--- src/rtl/seg_pkg.sv ---
`default_nettype none
// +--------------------------------------------------------------------+
// | seg_pkg : shared constants and helpers for 7-segment display blocks |
// | Rev 1.0                                                            |
// +--------------------------------------------------------------------+
package seg_pkg;

  typedef logic [0:0] scan_state_t;

  localparam logic [6:0]  SEG_BLANK_N = 7'h7F;
  localparam scan_state_t c_ST_BLANK  = 1'b0;
  localparam scan_state_t c_ST_SHOW   = 1'b1;

  // Bits needed for a down-counter that holds 0 .. max_count-1.
  function automatic int cnt_width(input int max_count);
    return (max_count < 2) ? 1 : $clog2(max_count);
  endfunction

endpackage
`default_nettype wire

--- src/rtl/hex_to_seven_seg.sv ---
`default_nettype none
// +--------------------------------------------------------------------+
// | hex_to_seven_seg : 4-bit hex -> active-high segments (bit6=A..G)   |
// | Rev 1.0                                                            |
// +--------------------------------------------------------------------+
module hex_to_seven_seg (
  input  logic [3:0] i_Nibble,
  output logic [6:0] o_Seg
);

  always_comb begin
    o_Seg = 7'h00;
    unique case (i_Nibble)
      4'h0: o_Seg = 7'h7E;
      4'h1: o_Seg = 7'h30;
      4'h2: o_Seg = 7'h6D;
      4'h3: o_Seg = 7'h79;
      4'h4: o_Seg = 7'h33;
      4'h5: o_Seg = 7'h5B;
      4'h6: o_Seg = 7'h5F;
      4'h7: o_Seg = 7'h70;
      4'h8: o_Seg = 7'h7F;
      4'h9: o_Seg = 7'h7B;
      4'hA: o_Seg = 7'h77;
      4'hB: o_Seg = 7'h1F;
      4'hC: o_Seg = 7'h4E;
      4'hD: o_Seg = 7'h3D;
      4'hE: o_Seg = 7'h4F;
      4'hF: o_Seg = 7'h47;
      default: o_Seg = 7'h00;
    endcase
  end

endmodule
`default_nettype wire

--- src/rtl/seven_seg_scan_ctrl.sv ---
`default_nettype none
// +--------------------------------------------------------------------+
// | seven_seg_scan_ctrl : tear-free N-digit multiplexed display scanner |
// | Rev 1.0                                                            |
// +--------------------------------------------------------------------+
module seven_seg_scan_ctrl
  import seg_pkg::*;
#(
  parameter int NUM_DIGITS     = 4,
  parameter int CLKS_PER_DIGIT = 50000,
  parameter int BLANK_CLKS     = 500
) (
  input  logic                    i_Clk,
  input  logic                    i_Rst_n,
  input  logic                    i_Enable,
  input  logic                    i_Load,
  input  logic [4*NUM_DIGITS-1:0] i_Value,
  input  logic [NUM_DIGITS-1:0]   i_Dp_Mask,
  input  logic                    i_Lz_Suppress,
  output logic [NUM_DIGITS-1:0]   o_Digit_Sel_n,
  output logic [6:0]              o_Segments_n,
  output logic                    o_Dp_n,
  output logic                    o_Frame_Done
);

  localparam int c_CNT_MAX = (CLKS_PER_DIGIT > BLANK_CLKS) ? CLKS_PER_DIGIT : BLANK_CLKS;
  localparam int c_CW      = cnt_width(c_CNT_MAX);
  localparam int c_IW      = $clog2(NUM_DIGITS);

  localparam logic [c_CW-1:0] c_SHOW_LD  = c_CW'(CLKS_PER_DIGIT - 1);
  localparam logic [c_CW-1:0] c_BLANK_LD = c_CW'(BLANK_CLKS - 1);
  localparam logic [c_IW-1:0] c_LAST_IDX = c_IW'(NUM_DIGITS - 1);

  scan_state_t             r_state_q,    w_state_d;
  logic [c_CW-1:0]         r_cnt_q,      w_cnt_d;
  logic [c_IW-1:0]         r_idx_q,      w_idx_d;
  logic [4*NUM_DIGITS-1:0] r_act_val_q,  w_act_val_d;
  logic [NUM_DIGITS-1:0]   r_act_dp_q,   w_act_dp_d;
  logic [4*NUM_DIGITS-1:0] r_pend_val_q, w_pend_val_d;
  logic [NUM_DIGITS-1:0]   r_pend_dp_q,  w_pend_dp_d;
  logic                    r_pend_vld_q, w_pend_vld_d;
  logic [NUM_DIGITS-1:0]   r_sel_q,      w_sel_d;
  logic [6:0]              r_seg_q,      w_seg_d;
  logic                    r_dp_q,       w_dp_d;
  logic                    r_fd_q,       w_fd_d;

  logic                    w_boundary;
  logic                    w_show;
  logic [3:0]              w_nib;
  logic [6:0]              w_seg_hi;
  logic [NUM_DIGITS-1:0]   w_zero_up;
  logic                    w_lz_blank;

  assign w_nib = r_act_val_q[{r_idx_q, 2'b00} +: 4];

  hex_to_seven_seg u_dec (
    .i_Nibble (w_nib),
    .o_Seg    (w_seg_hi)
  );

  // w_zero_up[k]: digit k and every digit above it are zero.
  always_comb begin : p_zero_up
    logic run;
    run       = 1'b1;
    w_zero_up = '0;
    for (int k = NUM_DIGITS - 1; k >= 0; k--) begin
      run          = run && (r_act_val_q[4*k +: 4] == 4'h0);
      w_zero_up[k] = run;
    end
  end

  assign w_lz_blank = i_Lz_Suppress && (r_idx_q != '0) && w_zero_up[r_idx_q];
  assign w_show     = i_Enable && (r_state_q == c_ST_SHOW);
  assign w_boundary = w_show && (r_cnt_q == '0) && (r_idx_q == c_LAST_IDX);

  always_comb begin
    w_state_d = r_state_q;
    w_cnt_d   = r_cnt_q;
    w_idx_d   = r_idx_q;
    if (!i_Enable) begin
      w_state_d = c_ST_BLANK;
      w_cnt_d   = c_BLANK_LD;
      w_idx_d   = '0;
    end else if (r_cnt_q != '0) begin
      w_cnt_d = r_cnt_q - 1'b1;
    end else if (r_state_q == c_ST_BLANK) begin
      w_state_d = c_ST_SHOW;
      w_cnt_d   = c_SHOW_LD;
    end else begin
      w_state_d = c_ST_BLANK;
      w_cnt_d   = c_BLANK_LD;
      w_idx_d   = (r_idx_q == c_LAST_IDX) ? '0 : r_idx_q + 1'b1;
    end
  end

  // Active only changes on a frame boundary so a frame never mixes two values.
  always_comb begin
    w_act_val_d  = r_act_val_q;
    w_act_dp_d   = r_act_dp_q;
    w_pend_val_d = r_pend_val_q;
    w_pend_dp_d  = r_pend_dp_q;
    w_pend_vld_d = r_pend_vld_q;
    if (w_boundary) begin
      if (i_Load) begin
        w_act_val_d = i_Value;
        w_act_dp_d  = i_Dp_Mask;
      end else if (r_pend_vld_q) begin
        w_act_val_d = r_pend_val_q;
        w_act_dp_d  = r_pend_dp_q;
      end
      w_pend_vld_d = 1'b0;
    end else if (i_Load) begin
      w_pend_val_d = i_Value;
      w_pend_dp_d  = i_Dp_Mask;
      w_pend_vld_d = 1'b1;
    end
  end

  always_comb begin
    w_sel_d = '1;
    w_seg_d = SEG_BLANK_N;
    w_dp_d  = 1'b1;
    w_fd_d  = w_boundary;
    if (w_show) begin
      w_sel_d = ~(NUM_DIGITS'(1) << r_idx_q);
      w_seg_d = w_lz_blank ? SEG_BLANK_N : ~w_seg_hi;
      w_dp_d  = ~r_act_dp_q[r_idx_q];
    end
  end

  always_ff @(posedge i_Clk or negedge i_Rst_n) begin
    if (!i_Rst_n) begin
      r_state_q    <= c_ST_BLANK;
      r_cnt_q      <= c_BLANK_LD;
      r_idx_q      <= '0;
      r_act_val_q  <= '0;
      r_act_dp_q   <= '0;
      r_pend_val_q <= '0;
      r_pend_dp_q  <= '0;
      r_pend_vld_q <= 1'b0;
      r_sel_q      <= '1;
      r_seg_q      <= SEG_BLANK_N;
      r_dp_q       <= 1'b1;
      r_fd_q       <= 1'b0;
    end else begin
      r_state_q    <= w_state_d;
      r_cnt_q      <= w_cnt_d;
      r_idx_q      <= w_idx_d;
      r_act_val_q  <= w_act_val_d;
      r_act_dp_q   <= w_act_dp_d;
      r_pend_val_q <= w_pend_val_d;
      r_pend_dp_q  <= w_pend_dp_d;
      r_pend_vld_q <= w_pend_vld_d;
      r_sel_q      <= w_sel_d;
      r_seg_q      <= w_seg_d;
      r_dp_q       <= w_dp_d;
      r_fd_q       <= w_fd_d;
    end
  end

  assign o_Digit_Sel_n = r_sel_q;
  assign o_Segments_n  = r_seg_q;
  assign o_Dp_n        = r_dp_q;
  assign o_Frame_Done  = r_fd_q;

endmodule
`default_nettype wire

--- config.mk ---
export PLATFORM = sky130hd
export DESIGN_NAME = seven_seg_scan_ctrl
export DESIGN_NICKNAME = d
export VERILOG_FILES = /design/src/rtl/seg_pkg.sv /design/src/rtl/hex_to_seven_seg.sv /design/src/rtl/seven_seg_scan_ctrl.sv
export SDC_FILE = /design/constraint.sdc
export NUM_CORES = 1
export LEC_CHECK = 0
export ABC_AREA = 1
export BUFFER_PORTS_ARGS = -buffer_cell sky130_fd_sc_hd__buf_2
export CORE_MARGIN = 2
export CORE_UTILIZATION = 30
export DETAILED_ROUTE_END_ITERATION = 8
export PLACE_DENSITY = 0.45
export REMOVE_ABC_BUFFERS = 1
export SKIP_CTS_REPAIR_TIMING = 1
export SLEW_MARGIN = 30
export SYNTH_ARGS = -nofsm -noshare
export SYNTH_HDL_FRONTEND = slang
export SYNTH_SLANG_ARGS = --single-unit
--- constraint.sdc ---
create_clock -name i_Clk -period 4.1 [get_ports i_Clk]
set_clock_uncertainty 0.05 [all_clocks]
set_input_delay 0.82 -clock i_Clk [delete_from_list [all_inputs] [get_ports i_Clk]]
set_output_delay 0.82 -clock i_Clk [all_outputs]
set_load 0.01 [all_outputs]
==> flow_summary.ini <==
[cells_and_area]
final_cell_mix = nand2_1 (131), dfrtp_1 (54), inv_1 (52)
final-seq-area_mm2 = 0.00185
area_growth_pct = 15.1
nets = 547
diodes = 0
drive_gt1_share_pct = 25.4
multi_input_area_mm2 = 0.00177
final_common_cell = nand2_1
nFillCells = 1416

[floorplan]
dieArea_mm2 = 0.0141
ios = 38
start_util_pct = 31.0
core_area_mm2 = 0.0127
core.rowCount = 41
die_height_um = 119
die_width_um = 119

[placed_design]
io_buffer_count = 37
pre_cts_slack_ns = 1.81
place_hpwl_um = 5800
place.gp.congestion = 0.794

[drt]
drc = 0
dr_total_vias = 2984
drtAntennaViolNets = 0
post_drt_wl_per_cell_um = 11.7
wirelength_um = 8050
drtPass1Iterations = 4
vias_per_cell = 4.34
drtIter0Drc = 121

[sta]
slew_headroom_pct = 55.1
finalSetupViolations = 0
fin_crit_sh_pct = 55.8
max_freq_mhz = 437
fin_crit_ns = 2.29
grt_setup_unrepaired = no
worstMarginPinSlew_ns = 0.674
setup_ws_ns = 1.81
maxSlewViolCount = 0
fin_setup_tns_ns = 0
hold_violations = 0

[setup_path]
reg2reg_to = o_Segments_n[3]
crit_start = r_idx_q[0]
critical_path_buf_inv_count = 3
critPathTopFamily = flip-flops
cp.required_ns = 4.28
rrSetupSlack_ns = 1.81
crit_type = reg -> reg
path_depth = 10
cp-endpoint = o_Segments_n[3]
crit_path_end_kind = register
cp_max_fo = 15
rr_worst_depth = 10
startpoint_type = register
cpMaxStageDelayCell = dfrtp_1
arrival_ns = 2.47
cp_slowest_stage_delay_ns = 0.64
reg2reg_from = r_idx_q[0]
worstPathCellList = inv_1 -> nand2_1 -> nand3_1 -> nand2_1 -> inv_1 -> ha_1 -> inv_1 -> a21oi_1 -> nand2_1 -> nand3_1

[power_and_ir_drop]
clkPwrFrac_pct = 47.1
pwr-share-seq_pct = 45.3
p_leak_nw = 2.16
netSwitchingFraction_pct = 23.4
power_density_mw_per_mm2 = 371
comb_power_share_pct = 7.6
irDropWorstVdd_uv = 286
power.switching_uw = 394
power.internal_mw = 1.29

[clock_tree]
clkTransAtPathRegs_ns = 0.06
clock_path_buffers = 2
cts_buffers = 9
cts_tree = done
cts-root-buf = clkbuf_16
htree_levels = 3
insertion_delay_ns = 0.34
clock_sinks = 73

[synth]
netlist_area_mm2 = 0.00395
yosys_warnings = 0
avgSynthCellArea_um2 = 8.33
ys_ff_latch = 73
ys_seq_area_share_pct = 46.9
synthCells = 474
yosysUniqueCellTypes = 31

[hold_path]
hold_class = reg -> reg

[global_routing]
globalRouteTotalUtil_pct = 12.6
gr-total-overflow = 0
grt_pass1_wl_um = 14000
antenna_found_initial = 0
grt_max_degree = 42
grt_pass1_vias = 2819

[run_status]
status = finished clean

[flow_run]
max-cap-violations = 0
registers in the layout (all words and copies together), names as in the netlist:
| signal | flops |
|---|---|
| r_cnt_q | 16 |
| r_pend_val_q | 16 |
| r_pend_dp_q | 4 |
| o_Dp_n | 1 |
| o_Digit_Sel_n | 4 |
| o_Segments_n | 7 |
| o_Frame_Done | 1 |
| r_idx_q | 2 |
| r_act_val_q | 16 |
| r_act_dp_q | 4 |
| r_state_q | 1 |
| r_pend_vld_q | 1 |
synthesized netlist by cell type, drive strengths merged:
cell type | n | area, um2
nand3 | 38 | 208
o21ai | 64 | 395
dfstp | 19 | 499
nand3b | 1 | 7.51
ha | 12 | 150
nor2 | 39 | 186
dfrtp | 54 | 1350
inv | 54 | 203
xor2 | 3 | 26.3
and2 | 1 | 6.26
nand4 | 1 | 21.3
or2 | 2 | 12.5
clkbuf | 4 | 15.0
nand2 | 156 | 653
o22ai | 1 | 6.26
a21oi | 8 | 40.0
buf | 11 | 113
xnor2 | 6 | 52.6
power by group through the flow:
| stage | sequential, mW | clock, mW | combinational (mW) |
|---|---|---|---|
| finish | 0.764 | 0.794 | 0.129 |
| global route | 0.767 | 0.858 | 0.149 |
| CTS | 0.764 | 0.822 | 0.133 |
| detailed placement | 0.776 | 0 | 0.132 |
| global placement | 0.776 | 0 | 0.130 |
| floorplan | 0.772 | 0 | 0.0801 |
routing by layer:
layer / GRT usage [%] / share of wire [%] / vias to the layer above
met2: 18.8 / 44 / 37
met3: 4.68 / 3.7 / 8
met4: 3.87 / 1.2 / 0
met1: 16.9 / 51 / 1374
li1: - / - / 1565
met5: 0 / 0 / -
metrics by stage:
stage | cell area [um2] | power, mW | hold WS (ns) | util [%] | cells
floorplan | 3820 | 0.852 | 0.378 | - | 459
global placement | 4240 | 0.906 | 0.390 | 33.3 | 671
detailed placement | 4240 | 0.908 | 0.390 | 33.3 | 671
CTS | 4540 | 1.72 | 0.405 | 35.7 | 687
global route | 4540 | 1.77 | 0.423 | 35.7 | 687
finish | 4540 | 1.69 | 0.402 | 35.7 | 687
how the worst min path moves through the flow:
stage / from / end / slack (ns) / cells past startpoint
after detailed placement: r_cnt_q[0] / r_cnt_q[0] / 0.39 / 1
after global routing: r_cnt_q[0] / r_cnt_q[0] / 0.42 / 1
final: r_cnt_q[0] / r_cnt_q[0] / 0.40 / 1
after floorplan: r_cnt_q[0] / r_cnt_q[0] / 0.38 / 1
after CTS: r_cnt_q[0] / r_cnt_q[0] / 0.40 / 1
after global placement: r_cnt_q[0] / r_cnt_q[0] / 0.39 / 1
area by class of cell:
type	count	share of cell area, %
flip-flops and latches	73	40.7
multi-input cells	332	38.9
clock buffers	13	5.73
well taps	172	4.74
repair buffers	40	4.57
inverters	54	4.46
clock inverters	3	0.882
cell families (layout without fill, tap and decap cells):
logic type                 count (synthesis)  in the layout  share of synthesized area [%]
AOI/OAI and AO/OA                         73             73                           11.2
buffers and inverters                     69            110                           8.37
DFF                                       73             73                           46.9
and+or+nand+nor                          238            238                           27.7
adders and majority gates                 12             12                           3.80
xor gates and xnor gates                   9              9                           2.00
(Power assumes the default switching activity.)
